$ cat config.mk
export PLATFORM = sky130hd
export DESIGN_NAME = recog_frame_sequencer
export DESIGN_NICKNAME = d
export VERILOG_FILES = /design/src/rtl/recog_frame_sequencer.sv
export SDC_FILE = /design/constraint.sdc
export NUM_CORES = 1
export LEC_CHECK = 0
export BUFFER_PORTS_ARGS = -buffer_cell sky130_fd_sc_hd__buf_2
export CAP_MARGIN = 0
export CORE_MARGIN = 4
export CORE_UTILIZATION = 48
export DETAILED_ROUTE_END_ITERATION = 12
export HOLD_SLACK_MARGIN = 0.03
export PLACE_DENSITY = 0.76
export SETUP_SLACK_MARGIN = 0.05
export SLEW_MARGIN = 5
export SYNTH_ARGS = -nofsm -noshare
export SYNTH_HDL_FRONTEND = slang
export SYNTH_SLANG_ARGS = --single-unit
$ cat constraint.sdc
create_clock -name clk -period 3 [get_ports clk]
set_input_delay 0.45 -clock clk [delete_from_list [all_inputs] [get_ports clk]]
set_output_delay 0.45 -clock clk [all_outputs]
set_load 0.01 [all_outputs]
$ cat src/rtl/recog_frame_sequencer.sv
// Frame-level sequencer for the projection / digit-recognition pipeline.
// Define RECOG_STABLE_FILTER_EN to publish only results that repeat over STABLE_CNT passes.
module recog_frame_sequencer #(
  parameter int NUM_ROW        = 1,
  parameter int NUM_COL        = 4,
  parameter int NUM_WIDTH      = (NUM_ROW*NUM_COL<<2)-1,
  parameter int TIMEOUT_FRAMES = 4,
  parameter int STABLE_CNT     = 3
) (
  input  logic               clk,
  input  logic               rst_n,
  input  logic               enable,
  input  logic               vsync,
  input  logic               proj_done,
  input  logic [3:0]         num_row,
  input  logic [3:0]         num_col,
  input  logic [NUM_WIDTH:0] digit,
  output logic               proj_start,
  output logic [1:0]         frame_cnt,
  output logic               project_done_flag,
  output logic [NUM_WIDTH:0] result,
  output logic [7:0]         result_num,
  output logic               result_valid,
  input  logic               result_ready,
  output logic               err_empty,
  output logic               err_timeout,
  output logic               err_overrun,
  input  logic               err_clr
);

  if (TIMEOUT_FRAMES < 1 || TIMEOUT_FRAMES > 15) begin : g_bad_timeout
    $error("TIMEOUT_FRAMES must be in 1..15");
  end
  if (STABLE_CNT < 2 || STABLE_CNT > 15) begin : g_bad_stable
    $error("STABLE_CNT must be in 2..15");
  end

  localparam logic [3:0] TMO_LAST = 4'(TIMEOUT_FRAMES - 1);

  typedef enum logic [1:0] {
    IDLE = 2'd0,
    PROJ = 2'd1,
    BORD = 2'd2,
    FEAT = 2'd3
  } state_t;

  state_t      state;
  state_t      state_next;

  logic        vsync_q;
  logic        vs_rise;
  logic        pd_seen;
  logic        pd_now;
  logic        pd_eff;
  logic [3:0]  row_l;
  logic [3:0]  col_l;
  logic [3:0]  row_eff;
  logic [3:0]  col_eff;
  logic        pass_ok;
  logic [3:0]  tmo_cnt;
  logic [7:0]  cap_num;

  logic        start_pass;
  logic        enter_bord;
  logic        enter_feat;
  logic        capture;
  logic        go_idle;
  logic        set_empty;
  logic        set_timeout;
  logic        tmo_inc;
  logic        publish;
  logic        set_overrun;

  assign vs_rise = vsync & ~vsync_q;

  // A proj_done landing on the closing vsync edge still belongs to the ending frame.
  assign pd_now  = (state == PROJ) && proj_done;
  assign pd_eff  = pd_seen || pd_now;
  assign row_eff = pd_now ? num_row : row_l;
  assign col_eff = pd_now ? num_col : col_l;
  assign pass_ok = pd_eff && (row_eff != 4'd0) && (col_eff != 4'd0);
  assign cap_num = {4'd0, row_l} * {4'd0, col_l};

  always_ff @(posedge clk or negedge rst_n) begin
    if (!rst_n) begin
      state <= IDLE;
    end else begin
      state <= state_next;
    end
  end

  always_comb begin
    state_next = state;
    if (vs_rise) begin
      if (!enable) begin
        state_next = IDLE;
      end else begin
        case (state)
          IDLE:    state_next = PROJ;
          PROJ:    if (pass_ok) state_next = BORD;
          BORD:    state_next = FEAT;
          FEAT:    state_next = PROJ;
          default: state_next = IDLE;
        endcase
      end
    end
  end

  always_comb begin
    start_pass  = 1'b0;
    enter_bord  = 1'b0;
    enter_feat  = 1'b0;
    capture     = 1'b0;
    go_idle     = 1'b0;
    set_empty   = 1'b0;
    set_timeout = 1'b0;
    tmo_inc     = 1'b0;
    if (vs_rise) begin
      if (!enable) begin
        go_idle = 1'b1;
      end else begin
        case (state)
          IDLE: start_pass = 1'b1;
          PROJ: begin
            if (pass_ok) begin
              enter_bord = 1'b1;
            end else if (pd_eff) begin
              set_empty  = 1'b1;
              start_pass = 1'b1;
            end else if (tmo_cnt == TMO_LAST) begin
              set_timeout = 1'b1;
              start_pass  = 1'b1;
            end else begin
              tmo_inc = 1'b1;
            end
          end
          BORD: enter_feat = 1'b1;
          FEAT: begin
            capture    = 1'b1;
            start_pass = 1'b1;
          end
          default: go_idle = 1'b1;
        endcase
      end
    end
  end

  always_ff @(posedge clk or negedge rst_n) begin
    if (!rst_n) begin
      vsync_q           <= 1'b0;
      proj_start        <= 1'b0;
      frame_cnt         <= 2'd0;
      project_done_flag <= 1'b0;
      tmo_cnt           <= 4'd0;
      pd_seen           <= 1'b0;
      row_l             <= 4'd0;
      col_l             <= 4'd0;
    end else begin
      vsync_q    <= vsync;
      proj_start <= start_pass;
      if (pd_now) begin
        row_l <= num_row;
        col_l <= num_col;
      end
      if (go_idle || start_pass) begin
        frame_cnt         <= 2'd0;
        project_done_flag <= 1'b0;
        tmo_cnt           <= 4'd0;
      end else if (enter_bord) begin
        frame_cnt         <= 2'd1;
        project_done_flag <= 1'b1;
      end else if (enter_feat) begin
        frame_cnt <= 2'd2;
      end else if (tmo_inc) begin
        tmo_cnt <= tmo_cnt + 4'd1;
      end
      if (go_idle || start_pass || enter_bord) begin
        pd_seen <= 1'b0;
      end else if (pd_now) begin
        pd_seen <= 1'b1;
      end
    end
  end

`ifdef RECOG_STABLE_FILTER_EN
  localparam logic [3:0] STABLE_LIM = 4'(STABLE_CNT);

  logic [NUM_WIDTH:0] prev_digit;
  logic [7:0]         prev_num;
  logic [3:0]         match_cnt;
  logic [3:0]         match_next;

  // match_cnt == 0 means no valid previous capture to compare against.
  always_comb begin
    match_next = 4'd1;
    if ((match_cnt != 4'd0) && (digit == prev_digit) && (cap_num == prev_num)) begin
      match_next = match_cnt + 4'd1;
    end
  end

  assign publish = capture && (match_next >= STABLE_LIM);

  always_ff @(posedge clk or negedge rst_n) begin
    if (!rst_n) begin
      prev_digit <= '0;
      prev_num   <= 8'd0;
      match_cnt  <= 4'd0;
    end else if (set_empty || set_timeout) begin
      match_cnt <= 4'd0;
    end else if (capture) begin
      prev_digit <= digit;
      prev_num   <= cap_num;
      match_cnt  <= publish ? 4'd0 : match_next;
    end
  end
`else
  assign publish = capture;
`endif

  assign set_overrun = publish && result_valid && !result_ready;

  // A publish on the same edge as an accepted handshake keeps result_valid high.
  always_ff @(posedge clk or negedge rst_n) begin
    if (!rst_n) begin
      result       <= '0;
      result_num   <= 8'd0;
      result_valid <= 1'b0;
    end else if (publish) begin
      result       <= digit;
      result_num   <= cap_num;
      result_valid <= 1'b1;
    end else if (result_valid && result_ready) begin
      result_valid <= 1'b0;
    end
  end

  always_ff @(posedge clk or negedge rst_n) begin
    if (!rst_n) begin
      err_empty   <= 1'b0;
      err_timeout <= 1'b0;
      err_overrun <= 1'b0;
    end else begin
      if (set_empty) begin
        err_empty <= 1'b1;
      end else if (err_clr) begin
        err_empty <= 1'b0;
      end
      if (set_timeout) begin
        err_timeout <= 1'b1;
      end else if (err_clr) begin
        err_timeout <= 1'b0;
      end
      if (set_overrun) begin
        err_overrun <= 1'b1;
      end else if (err_clr) begin
        err_overrun <= 1'b0;
      end
    end
  end

endmodule
# ---- Word-level counts from Yosys, hierarchy flattened
# Index checks and enable logic that the tools add are counted.
dict set report classes {
  add_sub_neg 1
  n_mul 1
  n_eq_ne 7
  mux 56
  bitwise 2
  n_reduce_logical 24
}
# op n
set ops {}
lappend ops {{$mux W1} 43}
lappend ops {{$mux W4} 6}
lappend ops {{$reduce_bool A2 Y1} 7}
lappend ops {{$mux W2} 5}
lappend ops {{$mul A4 B4 Y8} 1}
lappend ops {{$reduce_bool A4 Y1} 2}
lappend ops {{$logic_and A1 B1 Y1} 6}
lappend ops {{$pmux W2 S3} 1}
lappend ops {{$add A4 B1 Y4 const B} 1}
lappend ops {{$eq A2 B2 Y1 const B} 2}
lappend ops {{$eq A4 B2 Y1 const B} 1}
lappend ops {{$ne A2 B1 Y1 const B} 2}
lappend ops {{$logic_or A1 B1 Y1} 3}
lappend ops {{$ne A3 B3 Y1 const B} 1}
lappend ops {{$reduce_and A3 Y1} 1}
lappend ops {{$reduce_bool A3 Y1} 1}
lappend ops {{$eq A2 B1 Y1 const B} 1}
lappend ops {{$logic_not A2 Y1} 1}
lappend ops {{$pmux W1 S2} 1}
lappend ops {{$reduce_and A2 Y1} 1}
lappend ops {{$reduce_or A2 Y1} 1}
lappend ops {{$and A1 B1 Y1} 1}
lappend ops {{$logic_not A1 Y1} 1}
lappend ops {{$not A1 Y1} 1}
dict set report totals {
  ff_bits 48
  input_bits 31
  output_inout_bits 32
  wordCells 106
}

# ---- Logic depth before layout (Yosys ltp)
dict set report logic_depth {
  depth_word 14
  depth_mapped 10
  mapped_depth_nobuf 10
}

# ---- Least setup slack after synthesis
# No wires, ideal clock.
dict set report synth_timing {
  kind {register to register}
  startpoint {register col_l[3]}
  endpoint {register result_num[6]}
  setup_ns 0.125
  t_arrival_ns 2.649
  required_time_ns 2.875
  setup_slack_ns 0.227
  path_stages_with_launch 10
  path_buffers 0
  synth_period_minus_slack_ns 2.773
  path_cell_list {dfrtp_1 nand2_1 fa_1 fa_1 inv_1 fa_1 a21o_1 a21oi_1 xnor2_1 mux2_2}
}
dict set report synth_between {
  elab_chain_cells 1
}
# element line_no
set synth_rtl {}
lappend synth_rtl {{from (decl)} 56} ;# logic [3:0] col_l;
lappend synth_rtl {{from (signal assigned)} 163} ;# col_l <= num_col;
lappend synth_rtl {{$mul A4 B4 Y8} 82} ;# assign cap_num = {4'd0, row_l} * {4'd0, col_l};
lappend synth_rtl {{to (signal assigned)} 230} ;# result_num <= cap_num;
lappend synth_rtl {{to (decl)} 22} ;# output logic [7:0] result_num,
# Every way passes these cells.
# A chain may end at the register's enable or synchronous reset.

# ---- Worst setup path in the final report
dict set report layout_timing {
  startpoint {register col_l[2]}
  endpoint {register result_num[7]}
}
# The elaborated chain is that of the path after synthesis.

==> parameters.txt <==
Parameter                              Value

Finish
  Share of layout cells above drive strength 1    39.36%
  Final core utilization    59.58%
  Diodes inserted    0
  Filler cell count    434
  Synth-to-Final Area Change    20.87%
  Final Instance Count excl. Fillers    352
  Number of nets in the finished design    335

Placed design
  Post-placement cell count    340
  Post-detail-place hpwl    3568 um
  Placer's final routability congestion estimate    0.7976
  # port buffers    62

Logic synthesis
  Total of flip-flops plus latches after synthesis    48
  Sequential fraction of the synthesis area    47.71%
  Gate count of the mapped netlist    213
  Average instance area after synthesis    11.82 um^2
  Proportion of synthesized flip-flops having asynchronous set or reset    100.0%
  Synth area leader    dfrtp_1
  Synthesized area    2517 um^2
  Predominant post-synthesis flop cell    dfrtp_1
  Share of the synthesized area in the top cell type    47.71%
  Number of unique standard cell types used by synthesis    45
  Synth area leaders    dfrtp_1 48%, mux2_2 13%, ha_1 8.9%
  Cell with the most instances after synthesis    dfrtp_1
  EDFF count, synth    0
  Total nets after synthesis    266
  Synthesis Warnings    0
  Top cell types by occurrence after synthesis    48 x dfrtp_1, 28 x mux2_2, 18 x ha_1, 14 x nand2_1, 12 x inv_1

Clock network
  Skew-Pair Late Insertion Delay    0.30 ns
  # clock sinks    48
  Number of buffers on the longest clock path    2
  TritonCTS clock tree    done
  Worst-path clk slew    0.09 ns
  Clock Root Buffer    clkbuf_8
  Total number of H-tree levels    2
  Number of buffers inserted during clock tree synthesis    5

Route
  Vias per Instance    5.102
  First-pass iteration count of the detailed router    4
  Total Wirelength    4880 um
  Number of nets still failing antenna checks after routing    0
  Violation count after the first detailed-route iteration    80
  DRC errors left    0
  Total number of vias    1796
  Per-cell routed wire length    13.86 um

Power
  Worst ir drop on vdd    0.0004340 V
  Share of total power consumed by net switching    38.03%
  Leakage power total    0.001611 uW
  Pwr per Cell Area    844.1 nW/um^2
  Internal power of the cells    1592 uW
  Fraction of power consumed by the clock network    14.4%
  Proportion of power drawn by flip-flops and latches    38.2%
  Share of total power in combinational logic    47.4%
  Sw power    976.9 uW

STA
  Unrepaired setup endpoints after global routing    yes
  Max-slew violation count    0
  Hold Vio Cnt, Final    0
  Minimum period implied by the final worst setup slack    2.849 ns
  Hold slack final    0.3273 ns
  Ratio of final minimum period to clock period    94.95%
  Max Clock Skew    0.007895 ns
  Slew headroom    31.31%
  Tightest Pin Transition    1.030 ns
  Setup TNS    0 ns
  Highest Clock Rate    0.3511 GHz
  Final setup violation count    0

Floorplan
  IO Count    63
  Die span in x    80.42 um
  # rows    26
  Effective utilization at floorplan    49.29%
  Full die area    6467 um^2
  Die Y    80.42 um
  Area inside the core boundary    5107 um^2

Global route
  Via count of the first global-routing pass    1785
  Global-route wire length before repair    8211 um
  Met2 Usage GRT    24.59%
  Global route hottest layer    met2
  GR Layer Usage met1    23.25%
  Grt ovf    0
  Fraction of met3 tracks used by global routing    3.139%
  Total global-route track usage    16.26%
  Number of antenna violations at the first check in global routing    0
  Maximum number of pins on one net before global-route repair    49

Setup path
  Setup crit start kind    register
  Critical path fanouts, max    5
  CP arrival    3.08 ns
  Type of the worst setup path    reg2reg
  Crit. End Element    register
  Worst endpoint required time    3.23 ns

Run
  Number of max-cap violations    0

Worst hold path
  Min-Delay Path Class    in2async

Outcome
  Outcome    complete, no violations
-- metrics by stage --
| step | instance area, um^2 | total power [uW] | worst slack (ns) |
|---|---|---|---|
| CTS | 2978 | 2514 | 0.06617 |
| finish | 3043 | 2568 | 0.1515 |
| detailed placement | 2895 | 2127 | 0.02638 |
| global route | 3043 | 2832 | 0.02573 |
| floorplan | 2517 | 1798 | 0.2266 |
| global placement | 2895 | 2104 | 0.1289 |
-- per-layer routing --
layer  routed length [um]  share of wire, %
met4                   72               1.5
met1                 2391                49
met3                  267               5.5
met2                 2148                44
met5                    0                 0
-- final timing paths --
kind / slack, ns / endpoint / startpoint / cells past startpoint
min in group clk: 0.33 / err_timeout / err_clr / 2
worst min register to register: 0.48 / result_num[4] / result_num[4] / 2
max in group asynchronous: 1.98 / col_l[3] / rst_n / 1
worst max register to register: 0.15 / result_num[7] / col_l[2] / 9
worst max-delay path: 0.15 / result_num[7] / col_l[2] / 9
worst min-delay path: 0.33 / result_valid / rst_n / 1
-- worst max-delay path, cell delays in order, from the launching register on --
cell and delay (ns):
dfrtp_1 0.42, nand2_1 0.11, fa_1 0.51, fa_1 0.54, inv_1 0.07, ha_1 0.29
a21o_1 0.17, a31o_2 0.23, a2111oi_4 0.32, nand3b_1 0.14
-- registers in the layout, indices dropped and copies added, names as in the netlist --
name,flops
pd_seen,1
result_num,8
result,16
project_done_flag,1
err_empty,1
frame_cnt,2
vsync_q,1
tmo_cnt,4
col_l,4
err_overrun,1
result_valid,1
proj_start,1
err_timeout,1
state,2
row_l,4
-- what timing repair did --
item                       CTS  global route
hold buffers                 0             0
resized for setup            1             6
pin swaps                    0             2
buffers inserted             0             5
gates cloned                 0             0
setup endpoints to repair    2             2
-- power groups by stage --
stage | Clock [uW] | Combinational (uW) | Sequential (uW)
after detailed placement | 0 | 1130 | 995
final | 369 | 1220 | 982
after CTS | 384 | 1150 | 984
after global placement | 0 | 1120 | 980
after floorplan | 0 | 772 | 1030
after global routing | 405 | 1420 | 1010
-- kinds of logic after synthesis --
family | share of synthesized area, %
DFF | 47.71
buffers and inverters | 2.882
and+or+nand+nor | 13.22
muxes | 12.92
xor gates and xnor gates | 1.392
AOI/OAI and AO/OA | 9.742
adders and majority gates | 12.13
-- area by class of cell --
cell class                      count  area, um^2  share of cell area [%]
Inverter                           12       45.04                   1.480
Clock inverter                      2       12.51                  0.4112
Clock buffer                        5       68.82                   2.262
Sequential cell                    48        1202                   39.51
Timing Repair Buffer               68       355.3                   11.68
Multi-Input combinational cell    147        1271                   41.78
Tap cell                           70       87.58                   2.878
-- cells in the final DEF, fill, tap and decap left out, types with 2 or more instances in the layout --
master / netlist / final
inv_1: 12 / 12
and3_1: 2 / 2
nor4_1: 2 / 2
xor2_1: 2 / 2
dfrtp_1: 48 / 47
nor2_1: 5 / 5
nand2b_1: 3 / 3
o32ai_1: 3 / 3
nand2_1: 14 / 13
and2_1: 8 / 8
mux2_2: 28 / 28
nor3_1: 3 / 3
clkbuf_8: 0 / 5
buf_4: 1 / 6
nand3_1: 3 / 3
a21oi_1: 10 / 9
ha_1: 18 / 18
o21ai_0: 5 / 5
nand3b_1: 3 / 3
a21o_1: 6 / 6
fa_1: 4 / 3
xnor2_1: 2 / 2
buf_2: 1 / 62
o31ai_1: 2 / 2
or3_1: 4 / 4
Power figures use the tool's default switching activity.
